### src/rtl/fm_sb_playback_if.sv
// fm_sb_playback_if
//   Bundles the two buses of the spy-buffer playback reader:
//   - RAM read port: mem_rd_en / mem_addr out of the reader, mem_rd_data back
//     one cycle after each strobe.
//   - Replay stream: pb_data / pb_valid out of the reader, pb_ready back from
//     the downstream datapath.
//   Modports:
//     master - the playback reader (drives strobe, address and stream)
//     slave  - the RAM / downstream side (drives read data and ready)
interface fm_sb_playback_if #(
    parameter int unsigned DATA_WIDTH = 64,
    parameter int unsigned ADDR_WIDTH = 10
);
    logic                  mem_rd_en;
    logic [ADDR_WIDTH-1:0] mem_addr;
    logic [DATA_WIDTH-1:0] mem_rd_data;
    logic [DATA_WIDTH-1:0] pb_data;
    logic                  pb_valid;
    logic                  pb_ready;

    modport master (
        output mem_rd_en,
        output mem_addr,
        input  mem_rd_data,
        output pb_data,
        output pb_valid,
        input  pb_ready
    );

    modport slave (
        input  mem_rd_en,
        input  mem_addr,
        output mem_rd_data,
        input  pb_data,
        input  pb_valid,
        output pb_ready
    );
endinterface

### src/rtl/fm_sb_playback.sv
// fm_sb_playback
//   Replays a latched address window of a frozen spy-buffer RAM onto the
//   high-speed datapath, once (single-shot) or repeatedly (loop).
//   Ports:
//     clk_hs, rst_hs       datapath clock, asynchronous active-low reset
//     freeze               spy buffer frozen, RAM contents stable
//     playback_mode        0 off, 1 single-shot, 2 loop, others treated as off
//     start_addr/end_addr  window bounds (inclusive), may wrap through 0
//     bus (master)         RAM read port and valid/ready replay stream
//     pb_active            reader in RUN or DRAIN
//     pb_done              single-shot pass completed and drained
//     pb_loop_count        completed loop passes, saturating
module fm_sb_playback #(
    parameter int unsigned DATA_WIDTH    = 64,
    parameter int unsigned ADDR_WIDTH    = 10,
    parameter int unsigned PB_MODE_WIDTH = 2
) (
    input  logic                     clk_hs,
    input  logic                     rst_hs,
    input  logic                     freeze,
    input  logic [PB_MODE_WIDTH-1:0] playback_mode,
    input  logic [ADDR_WIDTH-1:0]    start_addr,
    input  logic [ADDR_WIDTH-1:0]    end_addr,
    fm_sb_playback_if.master         bus,
    output logic                     pb_active,
    output logic                     pb_done,
    output logic [15:0]              pb_loop_count
);

    localparam logic [1:0] StIdle  = 2'd0;
    localparam logic [1:0] StRun   = 2'd1;
    localparam logic [1:0] StDrain = 2'd2;
    localparam logic [1:0] StDone  = 2'd3;

    logic [1:0]               state_q, state_d;
    logic [PB_MODE_WIDTH-1:0] mode_q, mode_cur;
    logic                     loop_q, loop_d;
    logic [ADDR_WIDTH-1:0]    start_q, start_d;
    logic [ADDR_WIDTH-1:0]    end_q, end_d;
    logic [ADDR_WIDTH-1:0]    rd_ptr_q, rd_ptr_d;
    logic                     inflight_q, inflight_d;
    logic [DATA_WIDTH-1:0]    fifo_q [2];
    logic [DATA_WIDTH-1:0]    fifo_d [2];
    logic                     wr_idx_q, wr_idx_d;
    logic                     rd_idx_q, rd_idx_d;
    logic [1:0]               fifo_cnt_q, fifo_cnt_d;
    logic [15:0]              loop_cnt_q, loop_cnt_d;

    logic       pop;
    logic       rd_en;
    logic       abort;
    logic [1:0] occ;

    // Only modes 1 and 2 are meaningful; everything else behaves as off.
    assign mode_cur = (playback_mode == PB_MODE_WIDTH'(1) || playback_mode == PB_MODE_WIDTH'(2))
                      ? playback_mode : '0;

    assign pop   = (fifo_cnt_q != 2'd0) && bus.pb_ready;
    // Words already owned (buffered or in flight) after this cycle's pop; a new read may only
    // be issued if the FIFO is still guaranteed a slot when its data comes back.
    assign occ   = fifo_cnt_q + {1'b0, inflight_q} - {1'b0, pop};
    assign rd_en = (state_q == StRun) && (occ < 2'd2);
    assign abort = ((state_q == StRun) || (state_q == StDrain)) &&
                   (!freeze || (mode_cur == '0));

    assign bus.mem_rd_en = rd_en;
    assign bus.mem_addr  = rd_ptr_q;
    assign bus.pb_data   = fifo_q[rd_idx_q];
    assign bus.pb_valid  = (fifo_cnt_q != 2'd0);
    assign pb_active     = (state_q == StRun) || (state_q == StDrain);
    assign pb_done       = (state_q == StDone);
    assign pb_loop_count = loop_cnt_q;

    always_comb begin
        state_d    = state_q;
        loop_d     = loop_q;
        start_d    = start_q;
        end_d      = end_q;
        rd_ptr_d   = rd_ptr_q;
        inflight_d = rd_en;
        fifo_d     = fifo_q;
        wr_idx_d   = wr_idx_q;
        rd_idx_d   = rd_idx_q;
        fifo_cnt_d = fifo_cnt_q;
        loop_cnt_d = loop_cnt_q;

        // Output FIFO; read data is pushed in the cycle it is valid on the RAM port.
        if (abort) begin
            inflight_d = 1'b0;
            fifo_cnt_d = 2'd0;
            wr_idx_d   = 1'b0;
            rd_idx_d   = 1'b0;
        end else begin
            if (inflight_q) begin
                fifo_d[wr_idx_q] = bus.mem_rd_data;
                wr_idx_d         = ~wr_idx_q;
            end
            if (pop) begin
                rd_idx_d = ~rd_idx_q;
            end
            fifo_cnt_d = fifo_cnt_q + {1'b0, inflight_q} - {1'b0, pop};
        end

        case (state_q)
            StIdle: begin
                // Start needs a fresh 0 -> 1/2 transition seen while frozen.
                if ((mode_q == '0) && (mode_cur != '0) && freeze) begin
                    start_d    = start_addr;
                    end_d      = end_addr;
                    loop_d     = (mode_cur == PB_MODE_WIDTH'(2));
                    loop_cnt_d = 16'd0;
                    rd_ptr_d   = start_addr;
                    state_d    = StRun;
                end
            end
            StRun: begin
                if (abort) begin
                    state_d = StIdle;
                end else if (rd_en) begin
                    if (rd_ptr_q == end_q) begin
                        if (loop_q) begin
                            rd_ptr_d = start_q;
                            if (loop_cnt_q != 16'hffff) begin
                                loop_cnt_d = loop_cnt_q + 16'd1;
                            end
                        end else begin
                            state_d = StDrain;
                        end
                    end else begin
                        rd_ptr_d = rd_ptr_q + ADDR_WIDTH'(1);
                    end
                end
            end
            StDrain: begin
                // Looking at next-state occupancy lets pb_done follow the final pop directly.
                if (abort) begin
                    state_d = StIdle;
                end else if ((fifo_cnt_d == 2'd0) && !inflight_d) begin
                    state_d = StDone;
                end
            end
            default: begin
                if (mode_q == '0) begin
                    state_d = StIdle;
                end
            end
        endcase
    end

    always_ff @(posedge clk_hs or negedge rst_hs) begin
        if (!rst_hs) begin
            state_q    <= StIdle;
            mode_q     <= '0;
            loop_q     <= 1'b0;
            start_q    <= '0;
            end_q      <= '0;
            rd_ptr_q   <= '0;
            inflight_q <= 1'b0;
            fifo_q[0]  <= '0;
            fifo_q[1]  <= '0;
            wr_idx_q   <= 1'b0;
            rd_idx_q   <= 1'b0;
            fifo_cnt_q <= 2'd0;
            loop_cnt_q <= 16'd0;
        end else begin
            state_q    <= state_d;
            mode_q     <= mode_cur;
            loop_q     <= loop_d;
            start_q    <= start_d;
            end_q      <= end_d;
            rd_ptr_q   <= rd_ptr_d;
            inflight_q <= inflight_d;
            fifo_q     <= fifo_d;
            wr_idx_q   <= wr_idx_d;
            rd_idx_q   <= rd_idx_d;
            fifo_cnt_q <= fifo_cnt_d;
            loop_cnt_q <= loop_cnt_d;
        end
    end

endmodule

### src/flat_wrapper.sv
// flat-port wrapper written by rule: the top's interface ports become plain ports
module fm_sb_playback_flat 
#(
    parameter int unsigned DATA_WIDTH    = 64,
    parameter int unsigned ADDR_WIDTH    = 10,
    parameter int unsigned PB_MODE_WIDTH = 2
)
  (clk_hs, rst_hs, freeze, playback_mode, start_addr, end_addr, pb_active, pb_done, pb_loop_count, bus_mem_rd_en, bus_mem_addr, bus_mem_rd_data, bus_pb_data, bus_pb_valid, bus_pb_ready);
  fm_sb_playback_if #(.DATA_WIDTH(DATA_WIDTH), .ADDR_WIDTH(ADDR_WIDTH)) bus_i ();
  input  logic clk_hs;
  input  logic rst_hs;
  input  logic freeze;
  input  logic [PB_MODE_WIDTH-1:0] playback_mode;
  input  logic [ADDR_WIDTH-1:0] start_addr;
  input  logic [ADDR_WIDTH-1:0] end_addr;
  output logic pb_active;
  output logic pb_done;
  output logic [15:0] pb_loop_count;
  output wire logic [$bits(bus_i.mem_rd_en)-1:0] bus_mem_rd_en;
  output wire logic [$bits(bus_i.mem_addr)-1:0] bus_mem_addr;
  input wire logic [$bits(bus_i.mem_rd_data)-1:0] bus_mem_rd_data;
  output wire logic [$bits(bus_i.pb_data)-1:0] bus_pb_data;
  output wire logic [$bits(bus_i.pb_valid)-1:0] bus_pb_valid;
  input wire logic [$bits(bus_i.pb_ready)-1:0] bus_pb_ready;
  assign bus_mem_rd_en = bus_i.mem_rd_en;
  assign bus_mem_addr = bus_i.mem_addr;
  assign bus_i.mem_rd_data = bus_mem_rd_data;
  assign bus_pb_data = bus_i.pb_data;
  assign bus_pb_valid = bus_i.pb_valid;
  assign bus_i.pb_ready = bus_pb_ready;
  fm_sb_playback #(.DATA_WIDTH(DATA_WIDTH), .ADDR_WIDTH(ADDR_WIDTH), .PB_MODE_WIDTH(PB_MODE_WIDTH)) u_core (.clk_hs(clk_hs), .rst_hs(rst_hs), .freeze(freeze), .playback_mode(playback_mode), .start_addr(start_addr), .end_addr(end_addr), .bus(bus_i), .pb_active(pb_active), .pb_done(pb_done), .pb_loop_count(pb_loop_count));
endmodule
### config.mk
export PLATFORM = sky130hd
export DESIGN_NAME = fm_sb_playback_flat
export DESIGN_NICKNAME = d
export VERILOG_FILES = /design/src/rtl/fm_sb_playback_if.sv /design/src/rtl/fm_sb_playback.sv /design/src/flat_wrapper.sv
export SDC_FILE = /design/constraint.sdc
export NUM_CORES = 1
export LEC_CHECK = 0
export ABC_AREA = 1
export CORE_MARGIN = 3
export CORE_UTILIZATION = 30
export CTS_CLUSTER_DIAMETER = 60
export CTS_CLUSTER_SIZE = 10
export DETAILED_ROUTE_END_ITERATION = 7
export PLACE_DENSITY = 0.57
export SYNTH_ARGS = -nofsm -noshare
export SYNTH_HDL_FRONTEND = slang
export SYNTH_SLANG_ARGS = --single-unit
export TNS_END_PERCENT = 1
### constraint.sdc
create_clock -name clk_hs -period 7.2 [get_ports clk_hs]
set_clock_uncertainty 0.1 [all_clocks]
set_input_delay 1.44 -clock clk_hs [delete_from_list [all_inputs] [get_ports clk_hs]]
set_output_delay 1.44 -clock clk_hs [all_outputs]
set_load 0.05 [all_outputs]
# Word-level counts from Yosys, hierarchy flattened
# Index checks and enable logic that the tools add are counted.
# Widths: inputs -> output; s select.
# totals
reg_bits	184
inputBits	90
out_inout_bits	94
elab_cells	107
# op_classes
n_addsub	4
order_cmp	4
n_eq_ne	19
n_mux	35
bitwise	5
n_reduce_logical	27
# op_table
op	n
$mux 64	4
$bwmux 128	1
$mux 16	6
$demux 64 s1	1
$mux 10	5
$pmux 16 s2	1
$mux 2	10
$pmux 10 s2	1
$add 16x1->16 const B	1
$ne 16x16->1 const B	1
$ne 3x2->1 const B	4
$add 10x1->10 const B	1
$eq 10x10->1	1
$reduce_bool 2->1	5
$eq 2x2->1 const B	4
$logic_not 2->1	4
$ne 2x2->1 const B	4
$logic_and 1x1->1	7
$reduce_and 7->1	1
$pmux 2 s3	1
$reduce_and 6->1	1
$mux 1	5
$reduce_and 5->1	1
$eq 2x1->1 const B	2
13 further kinds	22

# Longest topological paths before layout
# depth
ltp_word	12
depth_mapped	15

# Worst setup path before layout
# No wires, ideal clock.
# synth_path
path_kind	input to output
from	in bus_pb_ready
to	out bus_mem_rd_en
arrival_ns	2.981
required_time_ns	5.660
path_slack_ns	2.679
cell_stages	7
path_buffers	0
path_cell_list	nand2_1 inv_1 ha_1 inv_1 ha_1 nand3_1 a21oi_1
# synth_between
elab_chain_len	4
# synth_lines
element	line	text
start: declaration	flat_wrapper.sv:24	input wire logic [$bits(bus_i.pb_ready)-1:0] bus_pb_ready;
$logic_and 1x1->1	fm_sb_playback.sv:58	assign pop = (fifo_cnt_q != 2'd0) && bus.pb_ready;
$sub 2x1->2	fm_sb_playback.sv:61	assign occ = fifo_cnt_q + {1'b0, inflight_q} - {1'b0, pop};
$lt 2x2->1	fm_sb_playback.sv:62	assign rd_en = (state_q == StRun) && (occ < 2'd2);
$logic_and 1x1->1	fm_sb_playback.sv:62	
end: declaration	flat_wrapper.sv:19	output wire logic [$bits(bus_i.mem_rd_en)-1:0] bus_mem_rd_en;
# No other way between the ends.

# Worst setup path in the final report
# Ends and elaborated chain as after synthesis.

==> summary.md <==
| Metric | Value |
|---|---|
| Status | finished, final reports clean |
| Area Overhead vs Synth | 29.9% |
| Crit Path Class | primary input to output port |
| CP required | 5.66 ns |
| DRT Pass-1 Iters | 5 |
| Htree depth | 4 |
| Final GP Congestion | 0.829 |
| Slew Viols, Final | 0 |
| Ys Warns | 0 |
| Finished Core Util | 39.6% |
| Slew Limit Headroom | 32.9% |
| Startpoint Class | primary input |
| EDFF count, synth | 0 |
| Crit. End Element | output port |
| Critical R2R Launch | u_core.fifo_cnt_q[1]$_DFF_PN0_ |
| Share of the synthesized area in the top cell type | 50.8% |
| Biggest area consumer among synthesized cells | dfrtp_1 |
| Clock root cell | clkbuf_16 |
| Placed insts | 1,725 |
| IO buf count | 183 |
| Avg Cell Area, Syn | 7.54 sq um |
| Primary FF master, synth | dfrtp_1 |
| DRC errors left | 0 |
| CTS Sinks | 184 |
| Synth Net Count | 1,302 |
| Hold Crit Start | u_core.fifo_q[99]$_DFFE_PN0P_ |
| Tot Pwr | 5.48 mW |
| Detail Route Antenna Nets | 0 |
| Vias in the first global route | 7,764 |
| Fmax | 186 MHz |
| Clock latency on the worst-skew pair | 0.43 ns |
| GR Util All Layers | 14.5% |
| Worst Path Max Fanout | 3 |
| Diode count | 0 |
| Post-synthesis async set-or-reset flop share | 100% |
| Max Root-Sink Buffers | 2 |
| PwrDens | 465 mW/mm^2 |
| Fin cells | 1,756 |
| Core box area | 0.0297 sq mm |
| Boundary Pins | 184 |
| Initial antenna violation count | 0 |
| Clock transition at path regs | 0.07 ns |
| Initial DRC Count | 512 |
| Path depth of the worst reg2reg path | 13 |
| Gate Count Post-Synth | 1,202 |
| Hold Crit Depth | 2 |
| Nets | 1,454 |
| Sequential area share after synthesis | 50.8% |
| Die ar. | 0.0323 sq mm |
| Die height | 180 um |
| DPL Wire Length | 15.2 mm |
| Cells taking the most area after synthesis | dfrtp_1, nand2_1, o21ai_0 |
| Congestion Overflow GR | 0 |
| Share of cells above drive strength 1 | 5.20% |
| First-pass GRT wire length | 39.3 mm |
| Via count | 7,885 |
| CTS Buf Count | 17 |
| Worst-Margin Slew | 1.01 ns |
| Worst min-delay path category | flip-flop to flip-flop |
| Max cap viols | 0 |
| Yosys reg bits | 184 |
| Final period util | 74.8% |
| Post-Route WL | 23.3 mm |
| Initial core utilization | 30.5% |
| DR WL/cell | 13.3 um |
| Most frequent cell after synthesis | nand2_1 |
| Worst IR Drop VDD | 230 uV |
| R2r endpoint | u_core.bus.mem_addr[3]$_DFFE_PN0P_ |
| Hold buffers post-CTS | 0 |
| CTS tree | yes |
| Post-cts resize count | 0 |
| Final-report hold violation count | 0 |
| CP arrival | 3.85 ns |
| Synth cell types | 32 |
| RSZ-0062 raised after global routing | no |
| Pin count of the biggest net entering global routing | 109 |
| Worst Hold End | u_core.fifo_q[99]$_DFFE_PN0P_ |
| Mapped cell area | 0.00907 sq mm |
| Leading cell types by count after synthesis | nand2_1, dfrtp_1, o21ai_0 |
| Setup TNS | 0 ns |
| Final hold slack | 0.387 ns |
| Final setup viols | 0 |
| FP Rows | 63 |
| Tmin final | 5.39 ns |
| Postcts setup bufs | 0 |
| Worst R2R Setup Slack | 3.96 ns |
| Die width | 180 um |
| Static Leak | 5.85 nW |
| Via density per instance | 4.49 |
[sequential cells by signal, summed over array words and instances, names as in the netlist]
signal	cells
u_core.inflight_q	1
u_core.state_q	2
u_core.loop_q	1
u_core.rd_idx_q	1
u_core.wr_idx_q	1
u_core.bus.mem_addr	10
u_core.end_q	10
u_core.fifo_q	128
u_core.pb_loop_count	16
u_core.fifo_cnt_q	2
u_core.mode_q	2
u_core.start_q	10
[per-stage QoR]
step / instance area, sq um / worst slack, ns
after floorplan: 9070 / 2.68
after global placement: 11200 / 1.80
after detailed placement: 11200 / 1.82
after CTS: 11800 / 1.80
after global routing: 11800 / 1.71
final: 11800 / 1.81
[metal layers]
layer  vias up  wire length (um)  track usage, %
li1       4018                 -               -
met1      3653             11400            20.1
met2       200             10700            23.9
met3        14              1010            2.57
met4         0               203            3.28
met5         -                 0               0
[logic make-up (layout without fill, tap and decap cells)]
logic type / after synthesis / after routing / share of synthesized area, %
xor+xnor: 12 / 12 / 1.16
flops: 184 / 184 / 50.8
fa+ha+maj: 10 / 10 / 1.38
mux: 1 / 1 / 0.124
compound gates: 182 / 182 / 10.1
buf+inv: 195 / 359 / 8.57
simple gates: 618 / 618 / 27.9
[critical path, stage by stage]
cell             delay (ns)
clkdlybuf4s50_1        0.44
nand2_1                0.12
inv_1                  0.05
ha_1                   0.26
inv_1                  0.06
ha_1                   0.15
nand3_1                0.16
a21oi_1                0.31
clkdlybuf4s50_1        0.86
[worst max-delay path by stage]
stage                      start            end  slack, ns
floorplan           bus_pb_ready  bus_mem_rd_en       2.68
global placement    bus_pb_ready  bus_mem_rd_en       1.80
detailed placement  bus_pb_ready  bus_mem_rd_en       1.82
CTS                 bus_pb_ready  bus_mem_rd_en       1.80
global route        bus_pb_ready  bus_mem_rd_en       1.71
finish              bus_pb_ready  bus_mem_rd_en       1.81
[power by group]
group / internal (mW) / leakage (nW) / switching, mW
Clock: 0.466 / 0.284 / 0.465
Sequential: 1.42 / 2.35 / 0.251
Combinational: 0.910 / 3.21 / 1.97
Total: 2.80 / 5.85 / 2.68
[layout by cell type, fill, tap and decap left out, types with 2 or more instances in the layout]
cell type          n
nor2_4             2
clkbuf_16         17
nor2_2             3
inv_2              6
clkdlybuf4s50_1  182
buf_4              9
nand3_1           58
inv_1            129
or2_2              2
nor3_1            11
inv_8              5
nor2_1            72
clkinv_4           4
o21ai_0          145
nand2_4            4
nand2_2            7
nor3b_1            3
dfrtp_1          183
ha_1              10
a21oi_1           36
xor2_1            11
inv_6              3
nand2_1          448
nand3b_1           2
nand3_2            2
[cell type report]
class / instances / area (sq um)
Clock buffer: 17 / 425
Inverter: 136 / 510
Clock inverter: 14 / 150
Fill cell: 3116 / 17900
Sequential cell: 184 / 4610
Timing Repair Buffer: 192 / 1900
Multi-Input combinational cell: 823 / 3700
Tap cell: 390 / 488
Power figures use the tool's default switching activity.
